`src/rtl/ps2_pkg.sv`:
```
// Shared types and helpers for the PS/2 scan-code decoder.
// Optional feature macro: PS2_ASCII_EN (shift tracking and ASCII lookup).
package ps2_pkg;

   typedef enum logic [1:0] {
      S_IDLE,
      S_EXT,
      S_BRK,
      S_EXT_BRK
   } ps2_dec_state_t;

   localparam logic [7:0] PS2_EXT_CODE = 8'hE0;
   localparam logic [7:0] PS2_BRK_CODE = 8'hF0;

`ifdef PS2_ASCII_EN
   typedef struct packed {
      logic       shift;
      logic       ext;
      logic       brk;
      logic [7:0] code;
   } ps2_key_t;

   // Set-2 make code to ASCII; letters follow shift, digits do not.
   function automatic logic [7:0] ps2_ascii(input logic [7:0] code, input logic shift);
      logic [7:0] ch;
      ch = 8'h00;
      case (code)
         8'h1C: ch = "a";
         8'h32: ch = "b";
         8'h21: ch = "c";
         8'h23: ch = "d";
         8'h24: ch = "e";
         8'h2B: ch = "f";
         8'h34: ch = "g";
         8'h33: ch = "h";
         8'h43: ch = "i";
         8'h3B: ch = "j";
         8'h42: ch = "k";
         8'h4B: ch = "l";
         8'h3A: ch = "m";
         8'h31: ch = "n";
         8'h44: ch = "o";
         8'h4D: ch = "p";
         8'h15: ch = "q";
         8'h2D: ch = "r";
         8'h1B: ch = "s";
         8'h2C: ch = "t";
         8'h3C: ch = "u";
         8'h2A: ch = "v";
         8'h1D: ch = "w";
         8'h22: ch = "x";
         8'h35: ch = "y";
         8'h1A: ch = "z";
         8'h45: ch = "0";
         8'h16: ch = "1";
         8'h1E: ch = "2";
         8'h26: ch = "3";
         8'h25: ch = "4";
         8'h2E: ch = "5";
         8'h36: ch = "6";
         8'h3D: ch = "7";
         8'h3E: ch = "8";
         8'h46: ch = "9";
         8'h29: ch = 8'h20;
         8'h5A: ch = 8'h0D;
         default: ch = 8'h00;
      endcase
      if (shift && (ch >= 8'h61) && (ch <= 8'h7A)) begin
         ch = ch - 8'h20;
      end
      return ch;
   endfunction
`else
   typedef struct packed {
      logic       ext;
      logic       brk;
      logic [7:0] code;
   } ps2_key_t;
`endif

   localparam int unsigned PS2_KEY_W = $bits(ps2_key_t);

endpackage

```
`src/rtl/ps2_key_fifo.sv`:
```
// Show-ahead FIFO for decoded key events. Pointers carry one extra wrap bit so
// full and empty are told apart by the MSB.
module ps2_key_fifo #(
   parameter int unsigned DEPTH = 8,
   parameter int unsigned WIDTH = 10
) (
   input  logic             clk,
   input  logic             rst,
   input  logic             push,
   input  logic             pop,
   input  logic [WIDTH-1:0] wdata,
   output logic [WIDTH-1:0] rdata,
   output logic             full,
   output logic             empty
);

   localparam int unsigned AW = $clog2(DEPTH);
   localparam logic [AW:0] PTR_ONE = {{AW{1'b0}}, 1'b1};

   logic [WIDTH-1:0] mem [DEPTH];
   logic [AW:0]      wr_ptr;
   logic [AW:0]      rd_ptr;
   logic             do_push;
   logic             do_pop;

   assign empty = (wr_ptr == rd_ptr);
   assign full  = (wr_ptr[AW] != rd_ptr[AW]) && (wr_ptr[AW-1:0] == rd_ptr[AW-1:0]);

   // A pop on a full FIFO frees the slot the concurrent push lands in.
   assign do_pop  = pop && !empty;
   assign do_push = push && (!full || do_pop);

   assign rdata = mem[rd_ptr[AW-1:0]];

   // Storage array; contents are don't-care until written, so no reset.
   always_ff @(posedge clk) begin
      if (do_push) begin
         mem[wr_ptr[AW-1:0]] <= wdata;
      end
   end

   // Read/write pointer advance.
   always_ff @(posedge clk or negedge rst) begin
      if (!rst) begin
         wr_ptr <= '0;
         rd_ptr <= '0;
      end else begin
         if (do_push) begin
            wr_ptr <= wr_ptr + PTR_ONE;
         end
         if (do_pop) begin
            rd_ptr <= rd_ptr + PTR_ONE;
         end
      end
   end

endmodule

```
`src/rtl/ps2_scan_decoder.sv`:
```
// PS/2 Set-2 scan decoder: frame check, E0/F0 prefix folding, key FIFO.
// Optional feature macro: PS2_ASCII_EN (shift tracking and ASCII output).
module ps2_scan_decoder
   import ps2_pkg::*;
#(
   parameter int unsigned DEPTH = 8,
   parameter int unsigned ERR_W = 8
) (
   input  logic             clk,
   input  logic             rst,
   input  logic             frame_done,
   input  logic [9:0]       frame,
   input  logic             rd_en,
   input  logic             clr_err,
   output logic             key_valid,
   output logic [7:0]       key_code,
   output logic             key_ext,
   output logic             key_break,
   output logic [7:0]       ascii,
   output logic             fifo_full,
   output logic             overflow,
   output logic [ERR_W-1:0] err_cnt
);

   localparam logic [ERR_W-1:0] ERR_ONE = {{(ERR_W-1){1'b0}}, 1'b1};
   localparam logic [ERR_W-1:0] ERR_MAX = {ERR_W{1'b1}};

   ps2_dec_state_t       state;
   ps2_key_t             new_key;
   ps2_key_t             head;
   logic [PS2_KEY_W-1:0] head_bits;
   logic [7:0]           scan;
   logic                 frame_ok;
   logic                 is_ext;
   logic                 is_brk;
   logic                 push_evt;
   logic                 fifo_empty;
`ifdef PS2_ASCII_EN
   logic                 shift;
`endif

   assign scan     = frame[7:0];
   assign frame_ok = (^frame[8:0]) && frame[9];
   assign is_ext   = (scan == PS2_EXT_CODE);
   assign is_brk   = (scan == PS2_BRK_CODE);
   assign push_evt = frame_done && frame_ok && !is_ext && !is_brk;
   assign head     = ps2_key_t'(head_bits);

   // Assemble the event for the current byte from the pending prefixes.
   always_comb begin
      new_key      = '0;
      new_key.code = scan;
      new_key.ext  = (state == S_EXT) || (state == S_EXT_BRK);
      new_key.brk  = (state == S_BRK) || (state == S_EXT_BRK);
`ifdef PS2_ASCII_EN
      new_key.shift = shift;
`endif
   end

   // Prefix FSM, shift tracking and sticky error/overflow status.
   always_ff @(posedge clk or negedge rst) begin
      if (!rst) begin
         state    <= S_IDLE;
         err_cnt  <= '0;
         overflow <= 1'b0;
`ifdef PS2_ASCII_EN
         shift    <= 1'b0;
`endif
      end else begin
         if (frame_done) begin
            if (!frame_ok) begin
               state <= S_IDLE;
            end else if (is_ext) begin
               state <= S_EXT;
            end else if (is_brk) begin
               case (state)
                  S_IDLE:  state <= S_BRK;
                  S_EXT:   state <= S_EXT_BRK;
                  default: state <= state;
               endcase
            end else begin
               state <= S_IDLE;
            end
         end
         if (clr_err) begin
            err_cnt  <= '0;
            overflow <= 1'b0;
         end else begin
            if (frame_done && !frame_ok && (err_cnt != ERR_MAX)) begin
               err_cnt <= err_cnt + ERR_ONE;
            end
            if (push_evt && fifo_full && !rd_en) begin
               overflow <= 1'b1;
            end
         end
`ifdef PS2_ASCII_EN
         // Shift follows the key stream even when the event itself is dropped.
         if (push_evt && ((scan == 8'h12) || (scan == 8'h59))) begin
            shift <= !new_key.brk;
         end
`endif
      end
   end

   ps2_key_fifo #(
      .DEPTH (DEPTH),
      .WIDTH (PS2_KEY_W)
   ) u_fifo (
      .clk   (clk),
      .rst   (rst),
      .push  (push_evt),
      .pop   (rd_en),
      .wdata (new_key),
      .rdata (head_bits),
      .full  (fifo_full),
      .empty (fifo_empty)
   );

   // Show-ahead head entry, forced to zero when the FIFO is empty.
   always_comb begin
      key_valid = !fifo_empty;
      key_code  = 8'h00;
      key_ext   = 1'b0;
      key_break = 1'b0;
      ascii     = 8'h00;
      if (!fifo_empty) begin
         key_code  = head.code;
         key_ext   = head.ext;
         key_break = head.brk;
`ifdef PS2_ASCII_EN
         if (!head.ext && !head.brk) begin
            ascii = ps2_ascii(head.code, head.shift);
         end
`endif
      end
   end

endmodule

```
`config.mk`:
```
export PLATFORM = sky130hd
export DESIGN_NAME = ps2_scan_decoder
export DESIGN_NICKNAME = d
export VERILOG_FILES = /design/src/rtl/ps2_pkg.sv /design/src/rtl/ps2_key_fifo.sv /design/src/rtl/ps2_scan_decoder.sv
export SDC_FILE = /design/constraint.sdc
export NUM_CORES = 1
export LEC_CHECK = 0
export ABC_AREA = 1
export BUFFER_PORTS_ARGS = -buffer_cell sky130_fd_sc_hd__buf_2
export CORE_ASPECT_RATIO = 1.75
export CORE_MARGIN = 8
export CORE_UTILIZATION = 53
export DETAILED_ROUTE_END_ITERATION = 10
export PLACE_DENSITY = 0.77
export SLEW_MARGIN = 30
export SYNTH_ARGS = -nofsm -noshare
export SYNTH_HDL_FRONTEND = slang
export SYNTH_SLANG_ARGS = --single-unit
```
`constraint.sdc`:
```
create_clock -name clk -period 2 [get_ports clk]
set_input_delay 0.1 -clock clk [delete_from_list [all_inputs] [get_ports clk]]
set_output_delay 0.1 -clock clk [all_outputs]
set_load 0.02 [all_outputs]
```
# --- Word level (Yosys, flattened, before mapping) ---
# Memories as Yosys holds them, arrays and structs flattened.
# Cells that the tools add are included.
totals:
  register_bits: 19
  ramBits: 80
  inputBits: 15
  output_inout_bits: 29
  wordCells: 57
  memories: 1
classes:
  n_addsub: 3
  n_eq_ne: 10
  n_mux: 13
  n_reduce_logical: 25
mem_list:
  columns: ["memory", "words", "word_bits", "read_ports", "rd_clocked_by_memory_dff", "wr", "line", "text"]
  rows:
  - ["u_fifo.mem", 8, 10, 1, 0, 1, "ps2_key_fifo.sv:20", "logic [WIDTH-1:0] mem [DEPTH];"]
ops:
  columns: ["operator", "n"]
  rows:
  - ["$mux 8", 3]
  - ["$eq 8x8->1 const B", 2]
  - ["$logic_and 1x1->1", 11]
  - ["$reduce_xor 9->1", 1]
  - ["$add 4x1->4 const B", 2]
  - ["$add 8x1->8 const B", 1]
  - ["$ne 8x8->1 const B", 1]
  - ["$logic_not 1->1", 6]
  - ["$mux 1", 6]
  - ["$mux 2", 3]
  - ["$ne 5x3->1 const B", 1]
  - ["$eq 2x2->1 const B", 2]
  - ["$eq 4x4->1", 1]
  - ["$pmux 2 s2", 1]
  - ["$reduce_bool 2->1", 2]
  - ["$eq 3x3->1", 1]
  - ["$logic_or 1x1->1", 3]
  - ["$eq 2x1->1 const B", 1]
  - ["$logic_not 2->1", 1]
  - ["$reduce_and 2->1", 1]
  - ["$ne 1x1->1", 1]

# --- Depth between registers and ports, before layout ---
# Gate-level depths: netlist (run 1).
logic_depth:
  depth_word: 9
  ltp_mapped: 14
  mapped_depth_nobuf: 14

# --- Modules after synthesis ---
# A second synthesis (run 1) with hierarchy kept.
unflattened:
  hier_cells: 460
  hier_area_um2: 4654.5
modules_own_cells:
  columns: ["module", "instances", "cells_per_inst", "area_each_um2", "seq_area_each_um2"]
  rows:
  - ["ps2_key_fifo", 1, 307, 3664.8, 2602.5]
  - ["ps2_scan_decoder", 1, 153, 989.7, 275.3]

# --- Worst setup path before layout (run 1) ---
# OpenSTA, ideal clock, no wires.
synth_path:
  path_type: "in2reg"
  from: "in frame[2]"
  to: "mem u_fifo.mem[2][0] (enable)"
  setup_ns: 0.376
  t_arrival_ns: 1.586
  required_time_ns: 1.624
  path_slack_ns: 0.038
  path_stages: 11
  n_path_buf: 0
  path_cell_list: "inv_1 > ha_1 > nand2_1 > nand2_2 > nand2_2 > nand2_2 > nand2_2 > nand3_4 > nor2_8 > nand4_2 > nor2_1"
synth_via:
  elab_chain_len: 8
  elab_cells_between_ends: 12
  classes_between: "eq/ne (2); mux (2); reduce/logical (8)"
synth_rtl:
  columns: ["item", "line", "text"]
  rows:
  - ["from (decl)", "ps2_scan_decoder.sv:12", "input logic [9:0] frame,"]
  - ["$reduce_xor 9->1", "ps2_scan_decoder.sv:43", "assign frame_ok = (^frame[8:0]) && frame[9];"]
  - ["$logic_and 1x1->1", "ps2_scan_decoder.sv:43", null]
  - ["$logic_and 1x1->1 (2 in series)", "ps2_scan_decoder.sv:46", "assign push_evt = frame_done && frame_ok && !is_ext && !is_brk;"]
  - ["$logic_and 1x1->1 (*)", "ps2_scan_decoder.sv:46", null]
  - ["$logic_and 1x1->1 (*)", "ps2_key_fifo.sv:31", "assign do_push = push && (!full || do_pop);"]
  - ["$mux 1 (*)", "ps2_key_fifo.sv:37", "if (do_push) begin"]
  - ["$mux 1 (implied by the code) (*)", "ps2_key_fifo.sv:38", "mem[wr_ptr[AW-1:0]] <= wdata;"]
  - ["to (decl)", "ps2_key_fifo.sv:20", null]
# Mark *: on every way between the ends. The rest lies on a longest branch, timed or not.

# --- Worst setup path in the final report (run 1) ---
layout_path:
  from: "reg u_fifo.rd_ptr[0]"
  to: "out key_code[0]"
layout_via:
  elab_chain_len: 2
  elab_cells_between_ends: 3
  classes_between: "eq/ne (1); mux (1); memory (1)"
layout_rtl:
  columns: ["item", "line", "text"]
  rows:
  - ["from (decl)", "ps2_key_fifo.sv:22", "logic [AW:0] rd_ptr;"]
  - ["from (signal assigned)", "ps2_key_fifo.sv:52", "rd_ptr <= rd_ptr + PTR_ONE;"]
  - ["$mem_v2 8x10 / $eq 4x4->1 (equally long branches)", null, null]
  - ["$mux 8 (*)", "ps2_scan_decoder.sv:126", "if (!fifo_empty) begin"]
  - ["to (decl)", "ps2_scan_decoder.sv:16", "output logic [7:0] key_code,"]
# Marked as above.

==> results of run 1 <==
flip-flops by register name, summed over array words and instances (netlist names):
name / flops
u_fifo.mem: 80
err_cnt: 8
u_fifo.rd_ptr: 4
u_fifo.wr_ptr: 4
state: 2
overflow: 1
cells in the final DEF (no fill, tap or decap), types with 2 or more instances in the layout:
cell           count
inv_1             24
dfrtp_2            2
bufinv_16          2
buf_2             35
clkbuf_16          9
nand2_1           44
o21ai_0           37
buf_12             6
inv_6              3
dlygate4sd3_1      2
o22ai_2            2
nor2_2             8
buf_4             25
dfrtp_1           17
nand3_2            2
nor3_1             2
ha_1               8
nor2_1            70
inv_2              5
o22ai_1           18
conb_1             8
nand2_2           10
o21ai_1           17
edfxtp_1          80
nand4_1            7
nand3_4            3
a21oi_1            6
nand3_1           17
xor2_1            10
worst max path at each step:
stage                                 start                    endpoint  slack, ps  cells after the start
2_1_floorplan                      frame[2]  u_fifo.mem[2][0]$_DFFE_PP_         40                     11
3_3_place_gp                       frame[2]  u_fifo.mem[6][8]$_DFFE_PP_         70                     13
5_1_grt        u_fifo.rd_ptr[0]$_DFFE_PN0P_                 key_code[0]        -40                      6
3_5_place_dp                       frame[2]  u_fifo.mem[6][0]$_DFFE_PP_         40                     13
4_1_cts        u_fifo.wr_ptr[1]$_DFFE_PN0P_                 key_code[0]         20                      7
6_report       u_fifo.rd_ptr[0]$_DFFE_PN0P_                 key_code[0]         40                      6
what timing repair did:
action,CTS,global route
setup endpoints to repair,10,21
gates resized for setup,6,8
cloned,0,0
hold endpoints to repair,20,0
hold buffers,2,0
buffers inserted,0,1
worst register-to-register path, delay by kind of cell, from the launching register on:
family	cells	cell delay (ps)
xor+xnor	1	180
buf+inv	3	420
flops	1	500
simple gates	4	550
layout make-up:
cell class	instances	area, um2
tap	117	146
sequential	99	2880
fill	675	3080
clock buffer	10	229
multi-input combinational	277	1500
inverter	30	120
clock inverter	6	95.1
timing repair buffer	68	503
cell families after synthesis:
| logic type | Yosys count | share of synthesized area, % |
|---|---|---|
| other | 1 | 0.0815 |
| and+or+nand+nor | 168 | 17.3 |
| buffers and inverters | 59 | 5.98 |
| xor gates and xnor gates | 12 | 2.45 |
| adders and majority gates | 8 | 2.18 |
| DFF | 99 | 62.6 |
| AOI/OAI and AO/OA | 81 | 9.41 |
per-stage QoR:
step / std cells / setup TNS [ps] / util, %
after floorplan: 435 / 0 / -
after global placement: 588 / 0 / 59.1
after detailed placement: 588 / 0 / 59.1
after CTS: 606 / 0 / 63.4
after global routing: 607 / -218 / 64.0
final: 607 / 0 / 64.0
layer usage:
metal  global-route usage [%]  routed length, um  part of all wire (%)  up-vias
met5                        0                  0                     0        -
met4                     11.3                529                   4.9        0
met3                     4.78                646                   5.9       27
met2                     31.8               5680                    52      137
met1                     20.9               4000                    37     1622
li1                         -                  -                     -     1577
power by group:
part	switching [W]	internal (W)	total, W
logic	0.00183	0.00101	0.00284
clock network	0.000761	0.00111	0.00187
registers	0.000143	0.00238	0.00253
total	0.00273	0.00450	0.00723
==> qor.txt, run 1 <==
fin crit period - 1960 ps
kind of critical path - register to output port
Worst-Skew Late Latency - 340 ps
total power - 0.00723 W
syn avg cell area - 10.7 um2
Crit path max-delay family - flip-flops
Worst Reg-to-Reg Cells - 8
core box area - 8560 um2
nature of the critical path startpoint - register
Placement Setup Slack - 37.3 ps
CP max stage delay - 510 ps
WP data arrival - 1860 ps
Min Hold Slack - 17.0 ps
RR Endpoint - u_fifo.mem[4][5]$_DFFE_PP_
layout cells sized above 1 - 24.5%
initial core utilization - 53.7%
Yosys top cell by area - edfxtp_1
drt first pass iters - 5
Final setup viols - 0
CP max FO - 40
critical path, cell by cell - buf_12, o21ai_0, o22ai_1, o21ai_1, nor2_1, buf_2
H-tree depth - 3
vias in the first global route - 3369
Area contributors post-synth - edfxtp_1 52%, dfrtp_1 10%, nor2_1 5.8%, o21ai_0 4.1%, nand2_1 3.6%
GPL Wtd Cong - 0.829
Yosys warning total - 0
Crit. End Element - output port
sum of buffers and inverters on the critical path - 2
CP required - 1900 ps
routed vias/inst - 5.54
DIE AREA - 12000 um2
largest net degree at the start of global routing - 41
post-synthesis instance total - 428
Static Leak - 2.22 nW
Seq/Total Area, Yosys - 62.6%
Hold Path Sink - state[1]$_DFFE_PN0P_
Worst Hold Class - input pin to register
initial antenna violation count - 0
Port-buffer cells - 35
clock buffer depth - 2
Area growth syn-to-layout - 19.0%
gr usage total - 19.0%
post-synthesis register bit count - 99
Async SR Flop Fraction - 19.2%
Tcrit/Tclk final - 98.2%
WL/cell - 17.9 um
max cap viols - 0
CTS tree - yes
Post-DRT Antenna Nets - 0
Pwr Density - 1320 nW/um2
slowest CP cell - dfrtp_2
clock-pin slew on the worst setup and hold paths - 60 ps
total global routing overflow - 0
Remaining DRCs - 0
RSZ-0062 raised after global routing - true
reg2reg start - u_fifo.rd_ptr[0]$_DFFE_PN0P_
first-pass GRT wire length - 17.3 mm
CTS root buffer - clkbuf_16
Post-synth top flop - edfxtp_1
Hold Path Depth - 2
top-count cell post-synth - edfxtp_1
Post-synth EDFFs - 80
Hold Vio Cnt, Final - 0
initial drt markers - 300
dpl hpwl - 7.89 mm
Synth top area share - 52.2%
final WL - 10.9 mm
final net count - 508
Post-DP Area - 5060 um2
Post-synth top cells - 80 x edfxtp_1, 71 x nor2_1, 44 x nand2_1
Slew Viols, Final - 0
Via Count - 3363
count of unique library cells instantiated by Yosys - 33
Hold Startpoint - frame_done
ant diodes - 0
Die Span X - 86.4 um
peak supply drop - 0.625 mV
mapped cell area - 4600 um2
IO Count - 44
Clock Skew - 7.69 ps
setup ws final - 36.2 ps
status - finished, final reports clean
row count - 45
fmax - 509 MHz
DIE HEIGHT - 139 um
Clock Sinks - 99
R2R setup slack - 90 ps
Final Cell Area - 5470 um2
cts bufs inserted - 9
Note: power is estimated with default switching activity, not from simulation.
==> inputs of run 2 (changes only) <==
--- a/config.mk
+++ b/config.mk
@@ -9,9 +9,12 @@
 export BUFFER_PORTS_ARGS = -buffer_cell sky130_fd_sc_hd__buf_2
 export CORE_ASPECT_RATIO = 1.75
 export CORE_MARGIN = 8
-export CORE_UTILIZATION = 53
+export CORE_UTILIZATION = 55
+export CTS_BUF_LIST = sky130_fd_sc_hd__clkbuf_4
 export DETAILED_ROUTE_END_ITERATION = 10
-export PLACE_DENSITY = 0.77
+export GPL_TIMING_DRIVEN = 0
+export PLACE_DENSITY = 0.8
+export SETUP_SLACK_MARGIN = 0.15
 export SLEW_MARGIN = 30
 export SYNTH_ARGS = -nofsm -noshare
 export SYNTH_HDL_FRONTEND = slang
==> run 2 against run 1 <==
The run now ends with negative setup slack left. Count of clock-buffer cells in the layout stayed put. Combinational power grew 36%. Cell area is 7.8% higher. Final cell count increased by 2.6%. Clock skew grew 12 ps. First-iteration DRC count is 34% higher. Core utilization up 8.0 points. Setup slack worse by 190 ps. Clock power shrank 31%. Sequential power shrank 2%. Flip-flop and latch count is the same. Critical endpoint is now key_code[7]. Largest cell class unchanged.
==> qor.txt, run 2 (synthesized netlist as in run 1, its figures left out) <==
status - complete, but fails checks
failing checks - negative setup slack
initial drt markers - 401
Tcrit/Tclk final - 108%
clock buffer depth - 2
clock-pin slew on the worst setup and hold paths - 160 ps
Worst-Skew Late Latency - 470 ps
initial core utilization - 56.1%
Static Leak - 2.41 nW
layout cells sized above 1 - 30.6%
Worst slew margin - 66.5%
R2R setup slack - 20 ps
initial antenna violation count - 1
vias in the first global route - 3628
total negative setup slack - -700 ps
most frequent cells in the layout - 80 x edfxtp_1, 64 x nor2_1, 42 x nand2_1
Hold Path Depth - 5
fmax - 464 MHz
Clock Sinks - 99
most common cell after layout, fill and taps aside - edfxtp_1
total power - 0.00763 W
WP data arrival - 2060 ps
Area growth syn-to-layout - 28.3%
RR Endpoint - u_fifo.mem[0][4]$_DFFE_PP_
fillcell total - 509
max reg flops - 80
DIE AREA - 11700 um2
CTS tree - yes
routed vias/inst - 5.89
Switching Power - 0.00299 W
nature of the critical path startpoint - register
P_int - 0.00463 W
reg2reg start - u_fifo.rd_ptr[1]$_DFFE_PN0P_
Via Count - 3667
max cap viols - 0
Slew Viols, Final - 0
Finished Layout Cells - 623
drt first pass iters - 5
final WL - 12.7 mm
gr usage total - 21.8%
Final setup viols - 10
Reg power frac - 32.6%
Hold Vio Cnt, Final - 0
Hold Startpoint - frame[9]
switching part of the total - 39.2%
Worst Reg-to-Reg Cells - 10
dpl hpwl - 7.78 mm
dpl cells - 562
RSZ-0062 raised after global routing - true
core box area - 8200 um2
Worst Hold Class - input pin to register
IO Count - 44
clock share of power - 16.9%
row count - 44
final net count - 548
Die Span X - 85.1 um
Remaining DRCs - 0
CP required - 1900 ps
setup ws final - -157 ps
CP max FO - 8
Pwr Density - 1290 nW/um2
WL/cell - 20.4 um
kind of critical path - register to output port
largest net degree at the start of global routing - 20
total global routing overflow - 0
GPL Wtd Cong - 0.843
DIE HEIGHT - 137 um
first-pass GRT wire length - 18.9 mm
Post-DRT Antenna Nets - 0
Logic pwr share - 50.5%
H-tree depth - 3
Crit. End Element - output port
CTS root buffer - clkbuf_4
fin crit period - 2160 ps
Port-buffer cells - 35
cts bufs inserted - 9
Hold Path Sink - overflow$_DFFE_PN0P_
peak supply drop - 1.05 mV
Clock Skew - 19.3 ps
worst slew pin tran - 503 ps
[run 2: final cells by class]
| type | count | area [um2] | share of cell area [%] |
|---|---|---|---|
| inverter | 30 | 125 | 2.12 |
| buffer | 29 | 275 | 4.67 |
| sequential | 99 | 2880 | 48.8 |
| clock inverter | 6 | 104 | 1.76 |
| antenna | 1 | 2.50 | 0.0424 |
| timing repair buffer | 79 | 731 | 12.4 |
| clock buffer | 10 | 75.1 | 1.27 |
| multi-input combinational | 277 | 1590 | 27.0 |
| tap | 92 | 115 | 1.95 |
[run 2: worst max-delay path by stage]
stage	start	endpoint	slack, ps
final	u_fifo.rd_ptr[0]$_DFFE_PN0P_	key_code[7]	-160
after floorplan	frame[2]	u_fifo.mem[2][0]$_DFFE_PP_	40
after CTS	u_fifo.rd_ptr[0]$_DFFE_PN0P_	key_code[1]	-70
after detailed placement	frame[2]	u_fifo.mem[4][4]$_DFFE_PP_	-600
after global routing	u_fifo.rd_ptr[0]$_DFFE_PN0P_	key_code[7]	-230
after global placement	frame[2]	u_fifo.mem[2][4]$_DFFE_PP_	-500
[run 2: critical path: stages (launching register included)]
cell and delay [ps]:
dfrtp_1 430, buf_8 160, clkinv_8 70, clkbuf_4 160, nor2_1 50, o22ai_1 260, o21ai_1 130, nor2_1 150
buf_4 160
[run 2: per-stage QoR]
step,setup slack (ps),hold slack (ps),util [%],instance area [um2]
floorplan,37.8,-196,-,4630
global placement,-500,67.6,59.9,4920
detailed placement,-596,79.2,59.9,4920
CTS,-65.2,34.5,69.7,5720
global route,-232,48.1,71.9,5900
finish,-157,52.0,71.9,5900
[run 2: repair_timing]
| action | in CTS | in global routing |
|---|---|---|
| hold buffers | 12 | 0 |
| endpoints found under the hold margin | 90 | 0 |
| resized for setup | 76 | 23 |
| gates cloned | 3 | 1 |
| endpoints found under the setup margin | 91 | 95 |
| pin swaps | 22 | 14 |
| setup buffers | 16 | 12 |
[run 2: power groups by stage]
stage          Clock [W]  Combinational, W  Sequential (W)
4_1_cts          0.00129           0.00347         0.00247
5_1_grt          0.00137           0.00411         0.00249
3_3_place_gp           0           0.00263         0.00250
6_report         0.00129           0.00385         0.00248
3_5_place_dp           0           0.00271         0.00251
2_1_floorplan          0           0.00190         0.00249
[run 2: per-layer routing]
metal	track usage, %	vias up	part of all wire, %
met5	0	-	0
met4	12.8	0	4.8
met3	4.93	51	6.4
met2	39.6	202	54
met1	22.2	1752	35
li1	-	1662	-
